--- src/rtl/mem_arb_pkg.sv ---
// Shared types and constants for the unified-memory port arbiter.
package mem_arb_pkg;

  typedef enum logic [1:0] {IDLE, ISSUE, WAIT, DONE} arb_state_t;
  typedef enum logic {OWN_I, OWN_D} arb_owner_t;

  localparam int unsigned WORD_BYTES    = 8;
  localparam int unsigned INSTR_BYTES   = 4;
  localparam int unsigned WORD_OFF_W    = $clog2(WORD_BYTES);
  localparam int unsigned INSTR_SEL_BIT = $clog2(INSTR_BYTES);
  localparam int unsigned LAT_CNT_W     = 4;
  localparam int unsigned STARVE_W      = 4;

endpackage

--- src/rtl/mem_arb_lat_cnt.sv ---
// Loadable down-counter that flags the final cycle of a memory latency window.
module mem_arb_lat_cnt
  import mem_arb_pkg::*;
#(
  parameter int unsigned CNT_W = LAT_CNT_W
) (
  input  logic             clk,
  input  logic             rst,
  input  logic             load,
  input  logic             en,
  input  logic [CNT_W-1:0] load_val,
  output logic             last_c
);

  logic [CNT_W-1:0] cnt;

  // Load has priority; otherwise count down to zero and hold there.
  always_ff @(posedge clk) begin
    if (!rst) begin
      cnt <= '0;
    end else if (load) begin
      cnt <= load_val;
    end else if (en && (cnt != '0)) begin
      cnt <= cnt - CNT_W'(1);
    end
  end

  assign last_c = (cnt == CNT_W'(1));

endmodule

--- src/rtl/mem_port_arbiter.sv ---
// Shares one fixed-latency unified memory between instruction fetch and data access.
module mem_port_arbiter
  import mem_arb_pkg::*;
#(
  parameter int unsigned ADDR_W     = 64,
  parameter int unsigned DATA_W     = 64,
  parameter int unsigned MEM_LAT    = 2,
  parameter int unsigned STARVE_MAX = 4
) (
  input  logic              clk,
  input  logic              rst,
  input  logic              if_req,
  input  logic [ADDR_W-1:0] if_addr,
  output logic [31:0]       if_rdata,
  output logic              if_ack,
  input  logic              d_req,
  input  logic              d_we,
  input  logic [ADDR_W-1:0] d_addr,
  input  logic [DATA_W-1:0] d_wdata,
  output logic [DATA_W-1:0] d_rdata,
  output logic              d_ack,
  output logic              d_err,
  output logic              mem_req,
  output logic              mem_we,
  output logic [ADDR_W-1:0] mem_addr,
  output logic [DATA_W-1:0] mem_wdata,
  input  logic [DATA_W-1:0] mem_rdata,
  output logic              stall_if,
  output logic              stall_mem
);

  arb_state_t          state;
  arb_owner_t          owner;
  logic [STARVE_W-1:0] starve_cnt;
  logic                half_hi;
  logic                is_store;

  logic grant_d_c;
  logic grant_i_c;
  logic d_misaligned_c;
  logic lat_load_c;
  logic lat_en_c;
  logic lat_last_c;
  logic unused_if_lo;

  // Fetch addresses are instruction aligned; the low byte-offset bits carry no information.
  assign unused_if_lo = ^if_addr[INSTR_SEL_BIT-1:0];

  // Data wins unless a waiting fetch has already been passed over STARVE_MAX times.
  assign d_misaligned_c = (d_addr[WORD_OFF_W-1:0] != '0);
  assign grant_d_c      = d_req && (!if_req || (starve_cnt < STARVE_W'(STARVE_MAX)));
  assign grant_i_c      = if_req && !grant_d_c;

  assign lat_load_c = (state == ISSUE);
  assign lat_en_c   = (state == WAIT);

  // Hazard logic freezes a requester until its completion pulse.
  assign stall_if  = if_req & ~if_ack;
  assign stall_mem = d_req & ~d_ack;

  mem_arb_lat_cnt #(
    .CNT_W (LAT_CNT_W)
  ) u_lat_cnt (
    .clk      (clk),
    .rst      (rst),
    .load     (lat_load_c),
    .en       (lat_en_c),
    .load_val (LAT_CNT_W'(MEM_LAT)),
    .last_c   (lat_last_c)
  );

  // Arbitration FSM: grant, one-cycle memory strobe, latency wait, one-cycle ack.
  always_ff @(posedge clk) begin
    if (!rst) begin
      state      <= IDLE;
      owner      <= OWN_I;
      starve_cnt <= '0;
      half_hi    <= 1'b0;
      is_store   <= 1'b0;
      if_rdata   <= '0;
      if_ack     <= 1'b0;
      d_rdata    <= '0;
      d_ack      <= 1'b0;
      d_err      <= 1'b0;
      mem_req    <= 1'b0;
      mem_we     <= 1'b0;
      mem_addr   <= '0;
      mem_wdata  <= '0;
    end else begin
      mem_req <= 1'b0;
      mem_we  <= 1'b0;
      if_ack  <= 1'b0;
      d_ack   <= 1'b0;
      d_err   <= 1'b0;
      unique case (state)
        IDLE: begin
          if (grant_d_c) begin
            owner <= OWN_D;
            if (!if_req) begin
              starve_cnt <= '0;
            end else if (starve_cnt != STARVE_W'(STARVE_MAX)) begin
              starve_cnt <= starve_cnt + STARVE_W'(1);
            end
            if (d_misaligned_c) begin
              d_ack <= 1'b1;
              d_err <= 1'b1;
              state <= DONE;
            end else begin
              is_store  <= d_we;
              mem_req   <= 1'b1;
              mem_we    <= d_we;
              mem_addr  <= d_addr;
              mem_wdata <= d_wdata;
              state     <= ISSUE;
            end
          end else if (grant_i_c) begin
            owner      <= OWN_I;
            starve_cnt <= '0;
            is_store   <= 1'b0;
            half_hi    <= if_addr[INSTR_SEL_BIT];
            mem_req    <= 1'b1;
            mem_addr   <= {if_addr[ADDR_W-1:WORD_OFF_W], WORD_OFF_W'(0)};
            state      <= ISSUE;
          end
        end
        ISSUE: begin
          state <= WAIT;
        end
        WAIT: begin
          if (lat_last_c) begin
            state <= DONE;
            if (owner == OWN_I) begin
              if_rdata <= half_hi ? mem_rdata[63:32] : mem_rdata[31:0];
              if_ack   <= 1'b1;
            end else begin
              if (!is_store) begin
                d_rdata <= mem_rdata;
              end
              d_ack <= 1'b1;
            end
          end
        end
        DONE: begin
          state <= IDLE;
        end
        default: begin
          state <= IDLE;
        end
      endcase
    end
  end

endmodule
--- config.mk ---
export PLATFORM = sky130hd
export DESIGN_NAME = mem_port_arbiter
export DESIGN_NICKNAME = d
export VERILOG_FILES = /design/src/rtl/mem_arb_pkg.sv /design/src/rtl/mem_arb_lat_cnt.sv /design/src/rtl/mem_port_arbiter.sv
export SDC_FILE = /design/constraint.sdc
export NUM_CORES = 1
export LEC_CHECK = 0
export ABC_CLOCK_PERIOD_IN_PS = 1900
export BUFFER_PORTS_ARGS = -buffer_cell sky130_fd_sc_hd__buf_2
export CORE_AREA = 2 2 192 194
export DETAILED_ROUTE_END_ITERATION = 16
export DIE_AREA = 0 0 194 196
export PLACE_DENSITY = 0.55
export SETUP_SLACK_MARGIN = 0.1
export SLEW_MARGIN = 20
export SYNTH_ARGS = -nofsm -noshare
export SYNTH_HDL_FRONTEND = slang
export SYNTH_HIERARCHICAL = 1
export SYNTH_SLANG_ARGS = --single-unit
--- constraint.sdc ---
create_clock -name clk -period 1.9 [get_ports clk]
set_clock_uncertainty 0.15 [all_clocks]
set_input_delay 0.38 -clock clk [delete_from_list [all_inputs] [get_ports clk]]
set_output_delay 0.38 -clock clk [all_outputs]
set_load 0.01 [all_outputs]
# Word-level counts from Yosys, hierarchy flattened
# Cells that the tools add are included.
# totals
ff_bits	242
in_bits	261
elab_cells	89
# op_classes
add_sub_neg	2
magnitude_cmp	1
eq_ne	9
muxes	28
n_bitwise	10
reduce_logical	23
# op_table
cell	count
64-bit 2-to-1 mux	3
32-bit 2-to-1 mux	1
3-bit AND reduction	6
4-bit 2-to-1 mux	4
1-bit 2-to-1 mux	12
2-bit 2-to-1 mux	6
1-bit NOT	8
2-bit one-hot mux with 4 select lines	1
2-bit AND reduction	3
4-bit by 1-bit adder with 4-bit output, second input constant	1
2-bit == test, second input constant	2
4-bit by 1-bit == test with 1-bit output, second input constant	1
4-bit by 3-bit less-than comparator with 1-bit output, second input constant	1
2-bit inequality test, second input constant	2
4-bit by 3-bit inequality test with 1-bit output, second input constant	1
4-bit AND reduction	1
2-bit nonzero test	2
4-bit nonzero test	1
4-bit OR reduction	1
4-bit by 1-bit subtractor with 4-bit output, second input constant	1
1-bit logical AND	3
3-bit by 2-bit inequality test with 1-bit output, second input constant	1
3-bit inequality test, second input constant	1
3-bit nonzero test	1
7 further kinds	9

# Longest topological paths before layout
# logic_depth
word_depth	8
depth_mapped	8
mapped_depth_nobuf	6

# Hierarchy
# Netlist, hierarchy kept.
# modules_own_cells
module	instances	cells_per_inst	area_each_um2
mem_port_arbiter	1	1185	10221.1
mem_arb_lat_cnt	1	35	271.5

# Worst setup path before layout
# No wires, ideal clock.
# synth_timing
path_type	register to register
from	reg u_lat_cnt.cnt[1]
to	reg if_rdata[20]
setup_ns	0.086
arrival_ns	1.847
slack_ns	-0.182
path_stages_with_launch	9
synth_period_minus_slack_ns	2.082
cell_sequence	dfxtp_1 > inv_1 > ha_1 > nor3b_1 > and3b_1 > clkbuf_1 > buf_1 > nor2_1 > a211oi_1
# synth_between
elab_chain_cells	2
# synth_rtl
item	line_no	rtl
start, declared	mem_arb_lat_cnt.sv:15	logic [CNT_W-1:0] cnt;
start signal, assigned	mem_arb_lat_cnt.sv:22	cnt <= load_val;
start signal, assigned	mem_arb_lat_cnt.sv:24	cnt <= cnt - CNT_W'(1);
4-bit by 1-bit == test with 1-bit output	mem_arb_lat_cnt.sv:28	assign last_c = (cnt == CNT_W'(1));
via lat_last_c	mem_port_arbiter.sv:43	logic lat_last_c;
3-bit AND reduction (no source line)	--	
end signal, assigned	mem_port_arbiter.sv:133	if_rdata <= half_hi ? mem_rdata[63:32] : mem_rdata[31:0];
end, declared	mem_port_arbiter.sv:14	output logic [31:0] if_rdata,
# The timed path passes the listed nets, and every way through them passes these cells.
# A chain may end at the register's enable or synchronous reset.

# Final worst setup path
# layout_timing
from	reg u_lat_cnt.cnt[1]
to	reg d_rdata[28]
# layout_between
elab_chain_cells	2
# layout_rtl
item	line_no	rtl
4-bit by 1-bit == test with 1-bit output	mem_arb_lat_cnt.sv:28	
via lat_last_c	mem_port_arbiter.sv:43	
4-bit AND reduction (no source line)	--	
end signal, assigned	mem_port_arbiter.sv:137	d_rdata <= mem_rdata;
end, declared	mem_port_arbiter.sv:20	output logic [DATA_W-1:0] d_rdata,
# The timed path passes the listed nets, and every way through them passes these cells.

==> results_dict.tcl <==
set metrics [dict create \
    status "finished clean" \
    final_nets 2198 \
    period_share_pct 96.20 \
    grt_pass1_vias 12900 \
    synth_most_common_cell "dfxtp_1" \
    leakage_nw 7.499 \
    crit_required_ns 2.16 \
    cp_top_family "simple AND/OR/NAND/NOR gates" \
    peakVddDrop_mv 0.7332 \
    port_buffers 489 \
    synth_top_area_share_pct 46.17 \
    clockBufferDepth 3 \
    crit_type "register to register" \
    cts_root_buf "clkbuf_16" \
    h-tree-depth 1 \
    synth_seq_cells 242 \
    grt-ovfl-total 0 \
    viasPerCell 5.346 \
    clock_latency_ns 0.54 \
    area_growth_pct 72.70 \
    antenna_left 0 \
    layout.cells.non_filler 2420 \
    drt_iter0_markers 631 \
    drive_above_1_share_pct 37.57 \
    drc_errors 0 \
    routedWlPerCell_um 19.26 \
    die_h_um 196 \
    powerDensity_mw_per_mm2 899.4 \
    drv_cap 0 \
    r2r_start "u_lat_cnt/cnt[1]$_SDFFE_PN0P_" \
    synth.top_cells.by_count "242 x dfxtp_1, 135 x nand2_1, 133 x a21oi_1" \
    yosysTopAreaCell "dfxtp_1" \
    max_stage_delay_ns 0.32 \
    total_power_mw 16.30 \
    slew_viol_final 0 \
    synth.area.top_cells "dfxtp_1 46%, a21oi_1 6.3%, a221oi_1 5.1%, nand2_1 4.8%, o31ai_1 4.6%" \
    rsz0062_at_grt "true" \
    crit_path_start "u_lat_cnt/cnt[1]$_SDFFE_PN0P_" \
    yosysUniqueCellTypes 40 \
    worstSetupEndpointType "register" \
    worstHoldStart "d_addr[56]" \
    ys_warn_count 6 \
    syn_area_per_cell_um2 8.600 \
    max_freq_mhz 547.1 \
    synthArstFlopShare_pct 0 \
    grt_pass1_wl_mm 70.22 \
    synth_ff_type "dfxtp_1" \
    grt_antenna_before_repair 2 \
    clk_pin_slew_ns 0.06 \
    dr.pass1.iters 5 \
    synth_area_mm2 0.01049 \
    holdCritPathClass "primary input to register" \
    arrival_ns 2.09 \
    grt_usage_pct 22.39 \
    clock_sink_count 242 \
    die-area_mm2 0.03802 \
    cp_max_fo 32 \
    wirelength_mm 46.60 \
    final_hold_viol_count 0 \
    start_util_pct 29.08 \
    io_pins 492 \
    dieWidth_um 194 \
    seq_area_frac_synth_pct 46.17 \
    worst_path_max_delay_cell "dfxtp_2" \
    post-place-cells 2099 \
    post-route-min-period_ns 1.828 \
    grt_max_degree 65 \
    netlist_instances 1220 \
    cts_buffers 28 \
    startpoint_type "register" \
    worst-path-buf-inv 3 \
    vias 12940 \
    finalSetupViolations 0 \
    nFillCells 3308 \
    cts_tree "done" \
    crit_chain "inv_2 -> ha_4 -> nor3b_4 -> buf_4 -> nand4b_1 -> clkbuf_16 -> nand2_1 -> a21oi_1" \
    synth_edf_count 0 \
    coreArea_mm2 0.03608 \
    dp_hpwl_mm 28.80 \
    gp_routability_congestion 0.8474 \
    rows 70 \
]
==> sequential cells by signal (all words and copies together) (netlist names) <==
name and flops:
d_rdata 64, mem_addr 64, mem_wdata 64, if_rdata 32, starve_cnt 4, u_lat_cnt/cnt 4
state 2, d_ack 1, d_err 1, half_hi 1, if_ack 1, is_store 1
mem_req 1, mem_we 1, owner 1
==> routing by layer <==
metal	GRT usage [%]	vias to the layer above	routed length [um]
li1	-	6020	-
met1	27.64	6104	18370
met2	37.67	669	22480
met3	4.349	143	3487
met4	10.47	2	2252
met5	0	-	13
==> cells by family (layout without fill, tap and decap cells) <==
logic type	after synthesis	after routing	share of synthesized area, %
flip-flops	242	242	46.17
multiplexers	32	32	3.053
adder cells (fa/ha/maj)	7	7	0.8347
buffers and inverters	170	899	6.356
AO/OA/AOI/OAI	430	430	28.29
AND/OR/NAND/NOR	337	337	15.23
other	2	5	0.07157
==> stage by stage <==
stage               cell area [um^2]  worst slack [ns]  hold slack, ns   TNS [ns]  utilization (%)
detailed placement             13920           -0.1077          0.2934     -2.825            38.58
global placement               13920          -0.06154          0.2888     -1.219            38.58
floorplan                      10610           0.09982          0.2986          0                -
global route                   18120         -0.001944         0.01490  -0.002344            50.21
CTS                            17570           0.05301        0.003244          0            48.68
finish                         18120           0.07217         0.02801          0            50.22
==> area by class of cell <==
| type | count | area, um^2 | share of cell area (%) |
|---|---|---|---|
| well taps | 468 | 585.6 | 3.231 |
| repair buffers | 836 | 6277 | 34.64 |
| inverters | 12 | 50.05 | 0.2762 |
| diodes | 1 | 2.502 | 0.01381 |
| flip-flops and latches | 242 | 4848 | 26.76 |
| clock buffers | 45 | 835.8 | 4.612 |
| clock inverters | 6 | 83.83 | 0.4626 |
| multi-input cells | 810 | 5438 | 30.01 |
==> layout by cell type, fill, tap and decap left out, types with 8 or more instances in the layout <==
| cell | n |
|---|---|
| buf_4 | 54 |
| a21oi_1 | 131 |
| buf_12 | 30 |
| clkbuf_1 | 11 |
| dfxtp_1 | 239 |
| o21ai_0 | 63 |
| buf_6 | 9 |
| mux2i_1 | 32 |
| nand2_1 | 132 |
| a311oi_1 | 48 |
| inv_1 | 8 |
| a221oi_2 | 18 |
| nand3_1 | 67 |
| dlygate4sd3_1 | 242 |
| clkbuf_16 | 36 |
| nor2_4 | 8 |
| buf_2 | 489 |
| o31ai_1 | 64 |
| a311oi_2 | 15 |
| nor2_1 | 31 |
| nand4_1 | 71 |
| a221oi_1 | 43 |
| a211oi_2 | 27 |
==> worst reg2reg max path, stage by stage, from the launching register on <==
cell and delay (ns):
dfxtp_2 0.32, inv_2 0.08, ha_4 0.12, nor3b_4 0.21, buf_4 0.15, nand4b_1 0.17
clkbuf_16 0.25, nand2_1 0.16, a21oi_1 0.07
==> path summary, 6_finish.rpt <==
check / depth (start not counted) / to / slack (ns)
min: 3 / mem_addr[56]$_SDFFE_PN0P_ / 0.03
max reg2reg: 8 / d_rdata[28]$_SDFFE_PN0P_ / 0.07
min reg2reg: 2 / d_rdata[37]$_SDFFE_PN0P_ / 0.30
max: 8 / d_rdata[28]$_SDFFE_PN0P_ / 0.07
==> power by group <==
part | switching, mW | internal [mW]
Sequential | 0.330 | 5.55
Combinational | 2.62 | 2.35
Clock | 2.18 | 3.26
Total | 5.13 | 11.2
==> what timing repair did <==
| item | 4_1_cts | 5_1_grt |
|---|---|---|
| setup buffers | 8 | 8 |
| endpoints found under the hold margin | 190 | 0 |
| hold buffers | 242 | 0 |
| gates resized for setup | 25 | 70 |
| endpoints found under the setup margin | 148 | 212 |
| pin swaps | 3 | 22 |
| cloned | 4 | 8 |
Power figures use the tool's default switching activity.
